## config.mk

```make
export PLATFORM = sky130hd
export DESIGN_NAME = mem_copy_initiator
export DESIGN_NICKNAME = d
export VERILOG_FILES = /design/src/rtl/mem_copy_initiator.sv
export SDC_FILE = /design/constraint.sdc
export NUM_CORES = 1
export LEC_CHECK = 0
export BUFFER_PORTS_ARGS = -buffer_cell sky130_fd_sc_hd__buf_2
export CORE_ASPECT_RATIO = 0.75
export CORE_MARGIN = 8
export CORE_UTILIZATION = 55
export CTS_BUF_LIST = sky130_fd_sc_hd__clkbuf_16
export CTS_CLUSTER_SIZE = 10
export DETAILED_ROUTE_END_ITERATION = 10
export GPL_ROUTABILITY_DRIVEN = 0
export GPL_TIMING_DRIVEN = 0
export PLACE_DENSITY = 0.85
export SLEW_MARGIN = 10
export SYNTH_ARGS = -nofsm -noshare
export SYNTH_HDL_FRONTEND = slang
export SYNTH_SLANG_ARGS = --single-unit
export TNS_END_PERCENT = 5
```

## constraint.sdc

```tcl
create_clock -name clk -period 4 [get_ports clk]
set_input_delay 0.8 -clock clk [delete_from_list [all_inputs] [get_ports clk]]
set_output_delay 0.8 -clock clk [all_outputs]
set_load 0.01 [all_outputs]
```

## src/rtl/mem_copy_initiator.sv

```systemverilog
// Word-by-word memory copy engine: read, wait for data, write, repeat for len words.
// Optional running checksum of copied words is enabled with `define MEM_COPY_CHECKSUM_EN.
module mem_copy_initiator #(
  parameter int ADDR_W = 16,
  parameter int DATA_W = 32
) (
  input  logic              clk,
  input  logic              rst,
  input  logic              start,
  input  logic [ADDR_W-1:0] src_addr,
  input  logic [ADDR_W-1:0] dst_addr,
  input  logic [15:0]       len,
  output logic [ADDR_W-1:0] raddr,
  output logic              ren,
  input  logic [DATA_W-1:0] rdata,
  output logic [ADDR_W-1:0] waddr,
  output logic [DATA_W-1:0] wdata,
  output logic              wen,
  input  logic [15:0]       sizes,
  output logic              busy,
  output logic              done,
`ifdef MEM_COPY_CHECKSUM_EN
  output logic [DATA_W-1:0] checksum,
`endif
  output logic [31:0]       bytes_moved
);

  typedef enum logic [2:0] {IDLE, READ, WAIT, WRITE, DONE} state_t;

  state_t            state;
  logic [ADDR_W-1:0] src_q;
  logic [ADDR_W-1:0] dst_q;
  logic [15:0]       len_q;
  logic [15:0]       idx;
  logic [15:0]       next_idx;

  assign next_idx = idx + 16'd1;
  assign busy     = (state != IDLE);

  // Strobes are registered on entry to their state so ren is high exactly in
  // READ and wen exactly in WRITE; done trails the DONE state by one cycle.
  always_ff @(posedge clk) begin
    if (rst) begin
      state       <= IDLE;
      src_q       <= '0;
      dst_q       <= '0;
      len_q       <= '0;
      idx         <= '0;
      raddr       <= '0;
      ren         <= 1'b0;
      waddr       <= '0;
      wdata       <= '0;
      wen         <= 1'b0;
      done        <= 1'b0;
      bytes_moved <= '0;
`ifdef MEM_COPY_CHECKSUM_EN
      checksum    <= '0;
`endif
    end else begin
      done <= 1'b0;
      case (state)
        IDLE: begin
          if (start) begin
            src_q       <= src_addr;
            dst_q       <= dst_addr;
            len_q       <= len;
            idx         <= '0;
            bytes_moved <= '0;
`ifdef MEM_COPY_CHECKSUM_EN
            checksum    <= '0;
`endif
            if (len == 16'd0) begin
              state <= DONE;
            end else begin
              state <= READ;
              ren   <= 1'b1;
              raddr <= src_addr;
            end
          end
        end
        READ: begin
          ren   <= 1'b0;
          state <= WAIT;
        end
        WAIT: begin
          // wdata doubles as the captured-word register and holds between writes
          wdata <= rdata;
`ifdef MEM_COPY_CHECKSUM_EN
          checksum <= checksum + rdata;
`endif
          wen   <= 1'b1;
          waddr <= dst_q + ADDR_W'(idx);
          state <= WRITE;
        end
        WRITE: begin
          wen         <= 1'b0;
          bytes_moved <= bytes_moved + {16'd0, sizes};
          idx         <= next_idx;
          if (next_idx == len_q) begin
            state <= DONE;
          end else begin
            state <= READ;
            ren   <= 1'b1;
            raddr <= src_q + ADDR_W'(next_idx);
          end
        end
        DONE: begin
          done  <= 1'b1;
          state <= IDLE;
        end
        default: state <= IDLE;
      endcase
    end
  end

endmodule

```

==> results of run 1 <==
==> cell usage after synthesis, drive strengths merged, types with 5 or more instances <==
library cell and number:
nor4 11, o21ai 36, o21bai 5, o311ai 13, or3 12, nand2 246
and3 14, or4 13, clkbuf 59, xor2 23, xnor2 42, and2 8
dfxtp 166, a21o 12, o31ai 8, and4 6, nor3 28, a21oi 175
inv 24, o21a 11, a31oi 8, nand3 43, nor2b 8, nand4 10
nor2 67, o2111ai 5, ha 51, o211ai 8, nand2b 5, buf 21
a221oi 6
==> where the power goes <==
group | total (mW) | switching, mW | internal (mW)
clock network | 1.64 | 0.802 | 0.833
logic | 0.879 | 0.561 | 0.318
registers | 1.85 | 0.0781 | 1.77
==> registers in the layout, summed over array words and instances, names as in the netlist <==
name and count:
bytes_moved 32, wdata 32, dst_q 16, idx 16, len_q 16, raddr 16, src_q 16, waddr 16
state 3, done 1, ren 1, wen 1
==> per-stage QoR <==
stage | hold WS [ns] | total power [mW] | area, um^2 | instances
6_report | 0.4539 | 4.365 | 11170 | 1641
5_1_grt | 0.4707 | 4.537 | 11170 | 1641
4_1_cts | 0.4541 | 4.357 | 11150 | 1640
3_5_place_dp | 0.4424 | 2.743 | 10560 | 1608
3_3_place_gp | 0.4383 | 2.721 | 10560 | 1608
2_1_floorplan | 0.4406 | 2.421 | 9306 | 1196
==> area by class of cell <==
| cell class | instances | area (um^2) |
|---|---|---|
| Fill cell | 1444 | 5502 |
| Sequential cell | 166 | 3326 |
| Inverter | 24 | 90.09 |
| Multi-Input combinational cell | 926 | 5580 |
| Clock buffer | 17 | 425.4 |
| Buffer | 80 | 330.3 |
| Timing Repair Buffer | 197 | 985.9 |
| Antenna cell | 1 | 2.502 |
| Clock inverter | 15 | 161.4 |
| Tap cell | 215 | 269.0 |
==> per-layer routing <==
metal	up-vias	track usage	routed length [um]
met2	539	0.4268	12760
met5	-	0	0
met3	70	0.05936	2887
met4	0	0.1034	750
met1	4485	0.3574	13030
li1	4701	-	-
==> worst min-delay path by stage <==
stage	from	end
2_1_floorplan	dst_q[0]	dst_q[0]
3_3_place_gp	waddr[13]	waddr[13]
3_5_place_dp	waddr[6]	waddr[6]
4_1_cts	wdata[26]	wdata[26]
5_1_grt	wdata[11]	wdata[11]
6_report	wdata[3]	wdata[3]
==> kinds of logic after synthesis <==
logic type	after synthesis	share of synthesized area
fa+ha+maj	54	0.07502
mux	1	0.001210
buf+inv	104	0.04517
compound gates	321	0.2131
xor+xnor	66	0.06440
simple gates	484	0.2440
flops	166	0.3571
==> worst reg2reg max path, cell delays in order (launching register included) <==
cell and delay [ns]:
dfxtp_2 0.50, ha_1 0.34, nand3_2 0.25, nor2_1 0.23
xor2_1 0.28, ha_1 0.21, o21a_1 0.13, a21oi_1 0.09
a2111oi_2 0.47, nor4_2 0.12, o31ai_1 0.40, xnor2_1 0.15
a221o_1 0.35, a21oi_1 0.15
==> what timing repair did <==
item | CTS | global route
hold buffers | 0 | 0
resized for setup | 1 | 4
setup endpoints to repair | 1 | 2
setup buffers | 0 | 0
==> out/metrics.cfg, run 1 <==
[route]
via_count=9795
postRouteAntennaNets=0
drc=0
drtPass1Iterations=9
drtIter0Drc=1017
wl_um=29430
vias_per_cell=5.969
wl_per_cell_um=17.93

[critical_path]
worstPathMaxFanout=10
cp_num_buf_inv=0
r2r_cells=13
required_ns=4.37
rr_endpoint=raddr[13]
critical-path-top-delay-family=compound AO/OA/AOI/OAI gates
startpoint=idx[0]
max_stage_delay_ns=0.50
crit_path_end=raddr[13]
critPathLaunchType=flop
crit-reg2reg-launch=idx[0]
reg2reg_slack_ns=0.26
crit_slowest_cell=dfxtp_2
worstSetupPathType=flop to flop
crit_arrival_ns=4.12
path_cells=ha_1 -> nand3_2 -> nor2_1 -> xor2_1 -> ha_1 -> o21a_1 -> a21oi_1 -> a2111oi_2 -> nor4_2 -> o31ai_1 -> xnor2_1 -> a221o_1 -> a21oi_1
crit_cells=13
crit_path_end_kind=flop

[grt]
grt_pass1_wl_um=47090
grtUsageTotal=0.2699
antenna_found_initial=1
grt_pass1_vias=9344
grt_overflow=0
grt_max_degree=19

[pwr]
p_per_area_nw_per_um2=390.7
vdd_drop_max_mv=0.3007
p_leak_nw=4.793

[placement]
pre_cts_ws_ns=0.07800
hpwl_um=22440
port_buffers=197

[cts]
cts_tree=done
numCtsBuffers=17
clk_pin_slew_ns=0.07
clock_path_buffers=2
htreeDepth=4
clk-insertion-delay-late_ns=0.45
clock_sinks=166
clockRootBuffer=clkbuf_16

[sta]
slew_headroom=0.4822
final.min_clock_period_ns=3.745
worstMarginPinSlew_ns=0.7571
min_period_over_period=0.9362
finalSetupTns_ns=0
worst_slack_ns=0.2553
max_freq_ghz=0.2670
skew_ns=0.01493
slew_viol_final=0
rsz0062_at_grt=no
hold_violations=0
setup_violations=0

[die]
die_height_um=128.7
rows=41
start_util=0.5582
pin_count=199
die_w_um=166.2
dieArea_um2=21380
core_area_um2=16670

[cells_and_area]
syn_to_final_growth_pct=20.03
layout.nets=1565
layout_commonest_cell=nand2_1
final_core_util=0.6700
drive_gt1_frac=0.1874
final_cell_mix=nand2_1 (244), buf_2 (206), a21oi_1 (175)

[status]
status=finished, final reports clean

[synthesis]
synth_top_area_share=0.3571
synth_edf_count=0
syn_inst=1196
synth_top_area_cell=dfxtp_1
yosysWarningCount=0
synth-async-reset-ratio=0
synth.area.top_cells=dfxtp_1 (36%), nand2_1 (9.8%), a21oi_1 (9.4%)
avgSynthCellArea_um2=7.781
synth-main-ff-cell=dfxtp_1
yosysUniqueCellTypes=73
ys_seq_elements=166
ys_seq_area_frac=0.3571
syn_area_um2=9306
syn_nets=1349

[hold_path]
min_path_type=flop to flop
hold_depth=2

[run]
maxCapViolCount=0

Power figures use the tool's default switching activity.
==> inputs of run 2 (changes only) <==
- CORE_UTILIZATION: 55 -> 49
- PLACE_DENSITY: 0.85 -> 0.78
==> out/metrics.cfg, run 2 (synthesis results as in run 1) <==
[route]
postRouteAntennaNets=0
via_count=9630
wl_per_cell_um=17.47
wl_um=29230
drtIter0Drc=897
vias_per_cell=5.756
drtPass1Iterations=5
drc=0

[die]
pin_count=199
die_w_um=175.1
die_height_um=135.4
start_util=0.5014
core_area_um2=18560
rows=43
dieArea_um2=23700

[sta]
max_freq_ghz=0.2613
setup_violations=0
skew_ns=0.01706
worstMarginPinSlew_ns=1.247
slew_headroom=0.1667
finalSetupTns_ns=0
worst_slack_ns=0.1726
rsz0062_at_grt=no
final.min_clock_period_ns=3.827
hold_violations=0
min_period_over_period=0.9568
slew_viol_final=0

[status]
status=finished, final reports clean

[cells_and_area]
layout_commonest_cell=nand2_1
register_area_um2=3324
drive_gt1_frac=0.1853
layout.nets=1565
fill_cells=1669
final_cell_mix=nand2_1 (244), buf_2 (206), a21oi_1 (175)
syn_to_final_growth_pct=20.50
multi_input_comb_area_um2=5569
top_regs=bytes_moved x32, wdata x32

[placement]
hpwl_um=22560
port_buffers=197
pre_cts_ws_ns=0.002824

[cts]
clk_pin_slew_ns=0.07
cts_tree=done
htreeDepth=4
clockRootBuffer=clkbuf_16
post_cts_buffers=0
clock_sinks=166
clk-insertion-delay-late_ns=0.45
clock_path_buffers=2
numCtsBuffers=17

[hold_path]
min_to=wdata[25]
hold_depth=2
hp-start=wdata[25]
min_path_type=flop to flop

[critical_path]
path_cells=ha_1 -> nand3_2 -> nor2_1 -> xor2_1 -> ha_1 -> o21a_1 -> a21oi_1 -> a2111oi_2 -> nor4_1 -> o31ai_1 -> xnor2_1 -> a221o_1 -> a21oi_1
critPathLaunchType=flop
crit-reg2reg-launch=idx[1]
max_stage_delay_ns=0.55
rr_endpoint=raddr[13]
r2r_cells=13
crit_slowest_cell=dfxtp_1
reg2reg_slack_ns=0.17
crit_path_end_kind=flop
worstPathMaxFanout=10
worstSetupPathType=flop to flop
crit_arrival_ns=4.19
required_ns=4.37

[grt]
grt_overflow=0
grtUsageTotal=0.2393
antenna_found_initial=1
grt_pass1_vias=8860
grt_pass1_wl_um=45950
grt_max_degree=20

[pwr]
p_leak_nw=4.800
power_mw=4.402
p_per_area_nw_per_um2=392.5
vdd_drop_max_mv=0.2772

[run]
maxCapViolCount=0

-- run 2: changes by cell type in the layout (fill, tap and decap cells not counted) --
| cell | delta |
|---|---|
| clkinv_4 | -2 |
| clkinv_8 | +1 |
| clkinvlp_4 | -1 |
| dfxtp_1 | +1 |
| dfxtp_2 | -1 |
| inv_12 | +1 |
| inv_6 | +1 |
| nor3b_1 | +1 |
| nor3b_2 | -1 |
| nor4_1 | +1 |
| nor4_2 | -1 |
-- run 2: worst max-delay path by stage --
stage              from               to  slack, ns  cells past startpoint
4_1_cts          idx[0]        raddr[13]       0.04                     13
2_1_floorplan  sizes[0]  bytes_moved[30]       0.77                     11
6_report         idx[1]        raddr[13]       0.17                     13
3_3_place_gp     idx[0]        raddr[13]       0.04                     13
3_5_place_dp     idx[0]        raddr[13]      0.003                     13
5_1_grt          idx[1]        raddr[13]       0.07                     13
-- run 2: routing by layer --
layer,up-vias,GRT usage,share of wire
met3,44,0.06072,0.10
met5,-,0,0
li1,4673,-,-
met4,0,0.08502,0.020
met2,405,0.3602,0.43
met1,4508,0.3272,0.45
-- run 2: final cells by class --
| type | instances | share of cell area |
|---|---|---|
| Antenna cell | 1 | 0.0002231 |
| Buffer | 80 | 0.02945 |
| Clock buffer | 17 | 0.03793 |
| Clock inverter | 15 | 0.01584 |
| Inverter | 24 | 0.008033 |
| Multi-Input combinational cell | 926 | 0.4966 |
| Sequential cell | 166 | 0.2964 |
| Tap cell | 247 | 0.02756 |
| Timing Repair Buffer | 197 | 0.08792 |
-- run 2: critical path: cells and delay by family (launching register included) --
kind / cells / cell delay [ns]
AND/OR/NAND/NOR: 3 / 0.64
AO/OA/AOI/OAI: 6 / 1.57
adder cells (fa/ha/maj): 2 / 0.72
XOR/XNOR: 2 / 0.27
flip-flops: 1 / 0.55
-- run 2: power breakdown --
part	internal [mW]	switching, mW	leakage (nW)
logic	0.317	0.558	3.16
registers	1.77	0.0753	1.35
clock network	0.848	0.832	0.291
-- run 2: through the flow --
stage | utilization | instances | hold slack [ns] | cell area [um^2]
after floorplan | - | 1196 | 0.4406 | 9306
after global placement | 0.5711 | 1640 | 0.4385 | 10600
after detailed placement | 0.5711 | 1640 | 0.4430 | 10600
after CTS | 0.6037 | 1672 | 0.4531 | 11210
after global routing | 0.6042 | 1673 | 0.4682 | 11210
final | 0.6042 | 1673 | 0.4527 | 11210
-- run 2: timing repair --
action | CTS | global route
resized for setup | 1 | 2
endpoints found under the setup margin | 1 | 2
hold buffers | 0 | 0
gates cloned | 0 | 0
pin swaps | 0 | 0
